### src/rtl/wb_reg_writer_if.sv
// Result handshake between the MEM stage and the register-file write-back buffer.
// The master offers a completed result; the slave raises in_ready while it has room.
interface wb_reg_writer_if;
    logic        in_valid;
    logic        in_ready;
    logic [4:0]  in_rd;
    logic [31:0] in_data;

    modport master (
        output in_valid,
        output in_rd,
        output in_data,
        input  in_ready
    );

    modport slave (
        input  in_valid,
        input  in_rd,
        input  in_data,
        output in_ready
    );
endinterface

### src/rtl/wb_reg_writer.sv
// Register-file write-back buffer: an in-order FIFO of completed results drained
// one per cycle onto the write port, with forwarding of results not yet written.
module wb_reg_writer #(
    parameter int DEPTH = 4,
    parameter int PTR_W = 2
) (
    input  logic             clk,
    input  logic             rst,
    wb_reg_writer_if.slave   mem,
    input  logic             wr_stall,
    output logic             we,
    output logic [4:0]       reg_write,
    output logic [31:0]      data_write,
    input  logic [4:0]       rs1,
    input  logic [4:0]       rs2,
    output logic             fwd1_hit,
    output logic             fwd2_hit,
    output logic [31:0]      fwd1_data,
    output logic [31:0]      fwd2_data,
    output logic [PTR_W:0]   count
);

    localparam int RW = 5;
    localparam int DW = 32;
    localparam int CW = PTR_W + 1;

    typedef struct packed {
        logic [RW-1:0] rd;
        logic [DW-1:0] data;
    } entry_t;

    entry_t           slot_q [DEPTH];
    logic [DEPTH-1:0] vld_q;
    logic [PTR_W-1:0] head_q;
    logic [PTR_W-1:0] tail_q;
    logic             push;
    logic             pop;

    // in_ready looks only at occupancy, so a full buffer refuses even while popping.
    assign mem.in_ready = (count != CW'(DEPTH));
    assign push         = mem.in_valid && mem.in_ready;
    assign pop          = (count != '0) && !wr_stall;

    always_ff @(posedge clk) begin
        if (rst) begin
            head_q     <= '0;
            tail_q     <= '0;
            count      <= '0;
            vld_q      <= '0;
            we         <= 1'b0;
            reg_write  <= '0;
            data_write <= '0;
        end else begin
            if (push) begin
                vld_q[tail_q] <= 1'b1;
                tail_q        <= tail_q + 1'b1;
            end
            if (pop) begin
                vld_q[head_q] <= 1'b0;
                head_q        <= head_q + 1'b1;
                we            <= (slot_q[head_q].rd != '0);
                reg_write     <= slot_q[head_q].rd;
                data_write    <= slot_q[head_q].data;
            end else begin
                we <= 1'b0;
            end
            count <= count + CW'(push) - CW'(pop);
        end
    end

    // Payload storage needs no reset; the valid bits and count guard it.
    always_ff @(posedge clk) begin
        if (push && !rst) begin
            slot_q[tail_q] <= '{rd: mem.in_rd, data: mem.in_data};
        end
    end

    // Scan oldest to youngest so the last match wins.
    function automatic logic [DW:0] lookup(input logic [RW-1:0] rs);
        logic [DW:0]      r;
        logic [PTR_W-1:0] idx;
        r = '0;
        if (we && reg_write == rs) begin
            r = {1'b1, data_write};
        end
        for (int i = 0; i < DEPTH; i++) begin
            idx = head_q + PTR_W'(i);
            if (CW'(i) < count && vld_q[idx] && slot_q[idx].rd == rs) begin
                r = {1'b1, slot_q[idx].data};
            end
        end
        if (rs == '0) begin
            r = '0;
        end
        return r;
    endfunction

    always_comb begin
        {fwd1_hit, fwd1_data} = lookup(rs1);
    end

    always_comb begin
        {fwd2_hit, fwd2_data} = lookup(rs2);
    end

endmodule

### src/flat_wrapper.sv
// flat-port wrapper written by rule: the top's interface ports become plain ports
module wb_reg_writer_flat 
#(
    parameter int DEPTH = 4,
    parameter int PTR_W = 2
)
  (clk, rst, wr_stall, we, reg_write, data_write, rs1, rs2, fwd1_hit, fwd2_hit, fwd1_data, fwd2_data, count, mem_in_valid, mem_in_rd, mem_in_data, mem_in_ready);
  wb_reg_writer_if mem_i ();
  input  logic clk;
  input  logic rst;
  input  logic wr_stall;
  output logic we;
  output logic [4:0] reg_write;
  output logic [31:0] data_write;
  input  logic [4:0] rs1;
  input  logic [4:0] rs2;
  output logic fwd1_hit;
  output logic fwd2_hit;
  output logic [31:0] fwd1_data;
  output logic [31:0] fwd2_data;
  output logic [PTR_W:0] count;
  input wire logic [$bits(mem_i.in_valid)-1:0] mem_in_valid;
  input wire logic [$bits(mem_i.in_rd)-1:0] mem_in_rd;
  input wire logic [$bits(mem_i.in_data)-1:0] mem_in_data;
  output wire logic [$bits(mem_i.in_ready)-1:0] mem_in_ready;
  assign mem_i.in_valid = mem_in_valid;
  assign mem_i.in_rd = mem_in_rd;
  assign mem_i.in_data = mem_in_data;
  assign mem_in_ready = mem_i.in_ready;
  wb_reg_writer #(.DEPTH(DEPTH), .PTR_W(PTR_W)) u_core (.clk(clk), .rst(rst), .mem(mem_i), .wr_stall(wr_stall), .we(we), .reg_write(reg_write), .data_write(data_write), .rs1(rs1), .rs2(rs2), .fwd1_hit(fwd1_hit), .fwd2_hit(fwd2_hit), .fwd1_data(fwd1_data), .fwd2_data(fwd2_data), .count(count));
endmodule
### config.mk
export PLATFORM = sky130hd
export DESIGN_NAME = wb_reg_writer_flat
export DESIGN_NICKNAME = d
export VERILOG_FILES = /design/src/rtl/wb_reg_writer_if.sv /design/src/rtl/wb_reg_writer.sv /design/src/flat_wrapper.sv
export SDC_FILE = /design/constraint.sdc
export NUM_CORES = 1
export LEC_CHECK = 0
export CAP_MARGIN = 20
export CORE_ASPECT_RATIO = 1.1
export CORE_MARGIN = 5
export CORE_UTILIZATION = 57
export CTS_CLUSTER_DIAMETER = 30
export CTS_CLUSTER_SIZE = 12
export DETAILED_ROUTE_END_ITERATION = 16
export PLACE_DENSITY_LB_ADDON = 0.3
export SLEW_MARGIN = 20
export SYNTH_ARGS = -nofsm -noshare
export SYNTH_HDL_FRONTEND = slang
export SYNTH_SLANG_ARGS = --single-unit
### constraint.sdc
create_clock -name clk -period 5.1 [get_ports clk]
set_clock_uncertainty 0.05 [all_clocks]
set_input_delay 1.275 -clock clk [delete_from_list [all_inputs] [get_ports clk]]
set_output_delay 1.275 -clock clk [all_outputs]
set_load 0.01 [all_outputs]
==> metrics.md <==
| Metric | Value |
|---|---|
| Status | complete, but fails checks |
| Violations in the final reports | setup timing |
| Required time at the endpoint of the critical path | ~3.8 ns |
| GRT Residual Overflow | 0 |
| Final count of pins violating max slew | 0 |
| Die boundary width | between 150 and 200 µm |
| Number of filler instances in the final layout | 1,464 |
| CTS Root Buffer Type | sky130_fd_sc_hd__clkbuf_16 |
| Worst r2r dst | u_core.slot_q[0][12]$_DFFE_PP_ |
| Clock sink total | 199 |
| Via count | 11,980 |
| Number of top-level pins | between 150 and 200 |
| Final hold slack | 0.4585 ns |
| Starting density of the core | 58.26% |
| Commonest non-fill, non-tap cells in the layout | 152 x sky130_fd_sc_hd__mux4_2, 148 x sky130_fd_sc_hd__edfxtp_1, 118 x sky130_fd_sc_hd__nand2_1, 104 x sky130_fd_sc_hd__buf_4, 83 x sky130_fd_sc_hd__clkdlybuf4s50_1 |
| CP Class | flip-flop to output pin |
| Library cell with the largest summed area after synthesis | sky130_fd_sc_hd__edfxtp_1 |
| Max IR drop VDD | 0.3008 mV |
| Cell internal power dissipation | 4076 µW |
| Proportion of layout cells with a drive suffix above 1 | 29.83% |
| Worst Setup End Kind | output pin |
| Number of buffers on the longest clock path | 2 |
| Place WS | -0.3432 ns |
| Post-route ant nets | 0 |
| Worst Hold Launch | u_core.data_write[5]$_SDFFE_PP0P_ |
| Fraction of registers with async set/reset | 0% |
| Power Total | 6514 µW |
| Mean post-synth cell area | 12.08 µm² |
| Vias in the first global route | 11,800 |
| Max Freq | 194.2 MHz |
| Post-synthesis instance area | ~13,000 µm² |
| Leak pwr | roughly 0.0060 µW |
| GRT Overall Usage | between 30% and 40% |
| Net count of the mapped netlist | 1,173 |
| Crit share post-route | 101.0% |
| Die area | ~27,000 µm² |
| Class of the tightest hold or removal check | flip-flop to flip-flop |
| Violation count after the first detailed-routing iteration | 1,682 |
| H-tree levels | 4 |
| Crit path setup slack, layout | -0.04857 ns |
| Pre-Repair DR Iteration Count | 7 |
| Cell depth of the worst min-delay path | 2 |
| Share of total power in combinational logic | 46.2% |
| Clk pwr share | a little over a fifth |
| Top area cells in the synthesized netlist | sky130_fd_sc_hd__edfxtp_1 33%, sky130_fd_sc_hd__mux4_2 26%, sky130_fd_sc_hd__dfxtp_1 7.6%, sky130_fd_sc_hd__nand2_1 3.3%, sky130_fd_sc_hd__o21ai_0 2.7% |
| Slew at the pin closest to its max-slew limit | 0.7803 ns |
| Die height | 170.8 µm |
| Core footprint | 23,000 µm² |
| Final-report setup violation count | 1 |
| Sequential group share of total power | between 30% and 40% |
| Number of nets in the layout | 1,382 |
| Startpoint type of the worst setup path | flip-flop |
| Routability Congestion | about 0.94 |
| Count of inserted antenna diode cells | 0 |
| Clk pin slew, worst setup/hold paths | about 0.08 ns |
| Routed len/inst | 27.49 µm |
| Count of state elements after synthesis | 199 |
| Synthesized instance count | roughly 1,100 |
| Wire length of the first global-routing pass | 67,440 µm |
| Setup repair after global routing missed its margin | true |
| Switching portion of total power | 37.43% |
| Count of unresolved DRC violations after routing | 0 |
| Maximum Capacitance Violations | 0 |
| Setup Total Neg Slack | -0.04857 ns |
| Ys flop type | sky130_fd_sc_hd__edfxtp_1 |
| Clock tree from TritonCTS | built |
| Hold violation count in the final report | 0 |
| Synthesis-to-layout area growth | 27.38% |
| Pin count of the biggest net entering global routing | 51 |
| Maximum fanout along the worst path | 10 |
| Number of enable flip-flop cells after synthesis | roughly 150 |
| Hold-fix buffers, CTS | 0 |
| Register area share after synthesis | 40.78% |
| Sink of the worst hold path | u_core.data_write[5]$_SDFFE_PP0P_ |
| Post-DP HPWL | 28,160 µm |
| Switching pwr | 2438 µW |
| Worst slew margin relative to its limit | 47.98% |
| Worst Reg2Reg Path Length in Cells | 6 |
| Crit path DAT | ~3.8 ns |
| Most common library cell in the layout ignoring fill and taps | sky130_fd_sc_hd__mux4_2 |
| Crit Reg-Reg Startpoint | u_core.count[1]$_SDFF_PP0_ |
| Per-cell via count in the routed design | 7.345 |
| Cell Rows | 58 |
| Netlist cell types | 54 |
| Final wirelength | 44,840 µm |
| Number of buffer cells added on primary ports | 158 |
| Antenna violations before repair | 0 |
| Register-to-Register Setup Slack | 2.33 ns |
| Clk Latency, worst-skew pair | 0.44 ns |
| Number of buffers inserted during clock tree synthesis | 17 |
| Final worst path period need | 5.149 ns |
| Power density cells | between 300 and 400 nW/µm² |
| Area share of the largest cell type after synthesis | 33.16% |
| Number of warnings reported in the yosys synthesis log | 0 |
[flip-flops by register name (all words and copies together) (netlist names), named ones only]
name               count
u_core.reg_write       5
u_core.head_q          2
u_core.data_write     32
u_core.tail_q          2
u_core.count           3
u_core.we              1
u_core.slot_q        148
u_core.vld_q           4
[worst max path at each step]
stage / start / depth (start not counted) / to / slack [ns]
6_report: u_core.head_q[0]$_SDFFE_PP0P_ / 12 / fwd1_hit / -0.05
5_1_grt: u_core.head_q[0]$_SDFFE_PP0P_ / 12 / fwd1_hit / -0.13
4_1_cts: rs1[2] / 11 / fwd1_data[22] / -0.01
3_5_place_dp: rs2[3] / 11 / fwd2_data[2] / -0.34
3_3_place_gp: rs2[3] / 11 / fwd2_data[30] / -0.37
2_1_floorplan: u_core.head_q[1]$_SDFFE_PP0P_ / 15 / fwd2_data[14] / 0.13
[cell families (layout without fill, tap and decap cells)]
logic type / count (synthesis) / count (layout) / share of synthesized area [%]
and+or+nand+nor: 246 / 246 / 8.113
buffers and inverters: 127 / 349 / 4.379
xor gates and xnor gates: 53 / 53 / 3.464
AOI/OAI and AO/OA: 313 / 313 / 16.00
muxes: 158 / 158 / 25.99
adders and majority gates: 13 / 13 / 1.270
DFF: 199 / 199 / 40.78
[through the flow]
| stage | instances | cell area (µm²) | util [%] |
|---|---|---|---|
| after global routing | 1631 | 17070 | 74.21 |
| after detailed placement | 1569 | 16060 | 69.80 |
| after CTS | 1623 | 16900 | 73.46 |
| after global placement | 1569 | 16060 | 69.80 |
| after floorplan | 1109 | 13400 | - |
| final | 1631 | 17070 | 74.21 |
[per-layer routing]
| metal | part of all wire (%) | wire length [µm] | GRT usage, % |
|---|---|---|---|
| met4 | 5.3 | 2386 | 16.57 |
| met2 | 48 | 21300 | 53.18 |
| met3 | 14 | 6070 | 7.134 |
| met1 | 34 | 15080 | 42.56 |
| met5 | 0 | 0 | 0 |
[power by group through the flow]
stage                     clock [µW]  sequential, µW  combinational [µW]
after global routing            1440            2150                3190
after floorplan                    0            2110                2020
final                           1370            2140                3010
after detailed placement           0            2160                2790
after global placement             0            2150                2730
after CTS                       1370            2120                2870
[cell type report]
cell class              count  area [µm²]  area share (%)
inverters                  10       37.54          0.2199
flip-flops and latches    199        5473           32.06
multi-input cells         783        7522           44.06
clock inverters            15       175.2           1.026
repair buffers            307        3063           17.94
clock buffers              17       425.4           2.492
well taps                 300       375.4           2.199
[worst max-delay path, cell delays in order, from the launching register on]
cell and delay (ns):
sky130_fd_sc_hd__dfxtp_4 0.35, sky130_fd_sc_hd__inv_1 0.09, sky130_fd_sc_hd__ha_4 0.31, sky130_fd_sc_hd__buf_12 0.12, sky130_fd_sc_hd__mux4_2 0.54, sky130_fd_sc_hd__xnor2_1 0.21, sky130_fd_sc_hd__nand4_1 0.27, sky130_fd_sc_hd__nor2_4 0.23
sky130_fd_sc_hd__buf_6 0.22, sky130_fd_sc_hd__buf_12 0.13, sky130_fd_sc_hd__nor4_1 0.05, sky130_fd_sc_hd__a21oi_1 0.25, sky130_fd_sc_hd__clkdlybuf4s50_1 0.59
[synth_stat cells, types with 2 or more instances]
cell type and instances:
sky130_fd_sc_hd__mux4_2 152, sky130_fd_sc_hd__edfxtp_1 148, sky130_fd_sc_hd__nand2_1 118, sky130_fd_sc_hd__o21ai_0 72
sky130_fd_sc_hd__a21oi_1 70, sky130_fd_sc_hd__nor2_1 66, sky130_fd_sc_hd__clkbuf_1 60, sky130_fd_sc_hd__dfxtp_1 51
sky130_fd_sc_hd__xnor2_1 35, sky130_fd_sc_hd__a221o_1 30, sky130_fd_sc_hd__buf_2 29, sky130_fd_sc_hd__a22oi_1 26
sky130_fd_sc_hd__a211oi_1 23, sky130_fd_sc_hd__o311a_1 20, sky130_fd_sc_hd__o211a_1 18, sky130_fd_sc_hd__xor2_1 18
sky130_fd_sc_hd__nand3_1 15, sky130_fd_sc_hd__o21ai_1 14, sky130_fd_sc_hd__ha_1 12, sky130_fd_sc_hd__buf_1 11
sky130_fd_sc_hd__buf_4 11, sky130_fd_sc_hd__a31oi_1 10, sky130_fd_sc_hd__a211o_1 9, sky130_fd_sc_hd__inv_1 9
sky130_fd_sc_hd__and2_1 8, sky130_fd_sc_hd__mux2i_1 6, sky130_fd_sc_hd__o211ai_1 6, sky130_fd_sc_hd__a311oi_1 5
sky130_fd_sc_hd__nand4_1 5, sky130_fd_sc_hd__nor2b_1 5, sky130_fd_sc_hd__nor3_1 5, sky130_fd_sc_hd__nor4_1 5
sky130_fd_sc_hd__and3_1 4, sky130_fd_sc_hd__buf_6 4, sky130_fd_sc_hd__nor3b_1 4, sky130_fd_sc_hd__o31ai_1 3
sky130_fd_sc_hd__a221oi_1 2, sky130_fd_sc_hd__clkbuf_2 2, sky130_fd_sc_hd__o31a_1 2, sky130_fd_sc_hd__or2_2 2
[repair_timing]
action                     in CTS  in global routing
pin swaps                      13                 13
setup endpoints to repair      66                 46
setup buffers                  20                  8
gates resized for setup        96                 63
gates cloned                    2                  0
(Power assumes the default switching activity.)
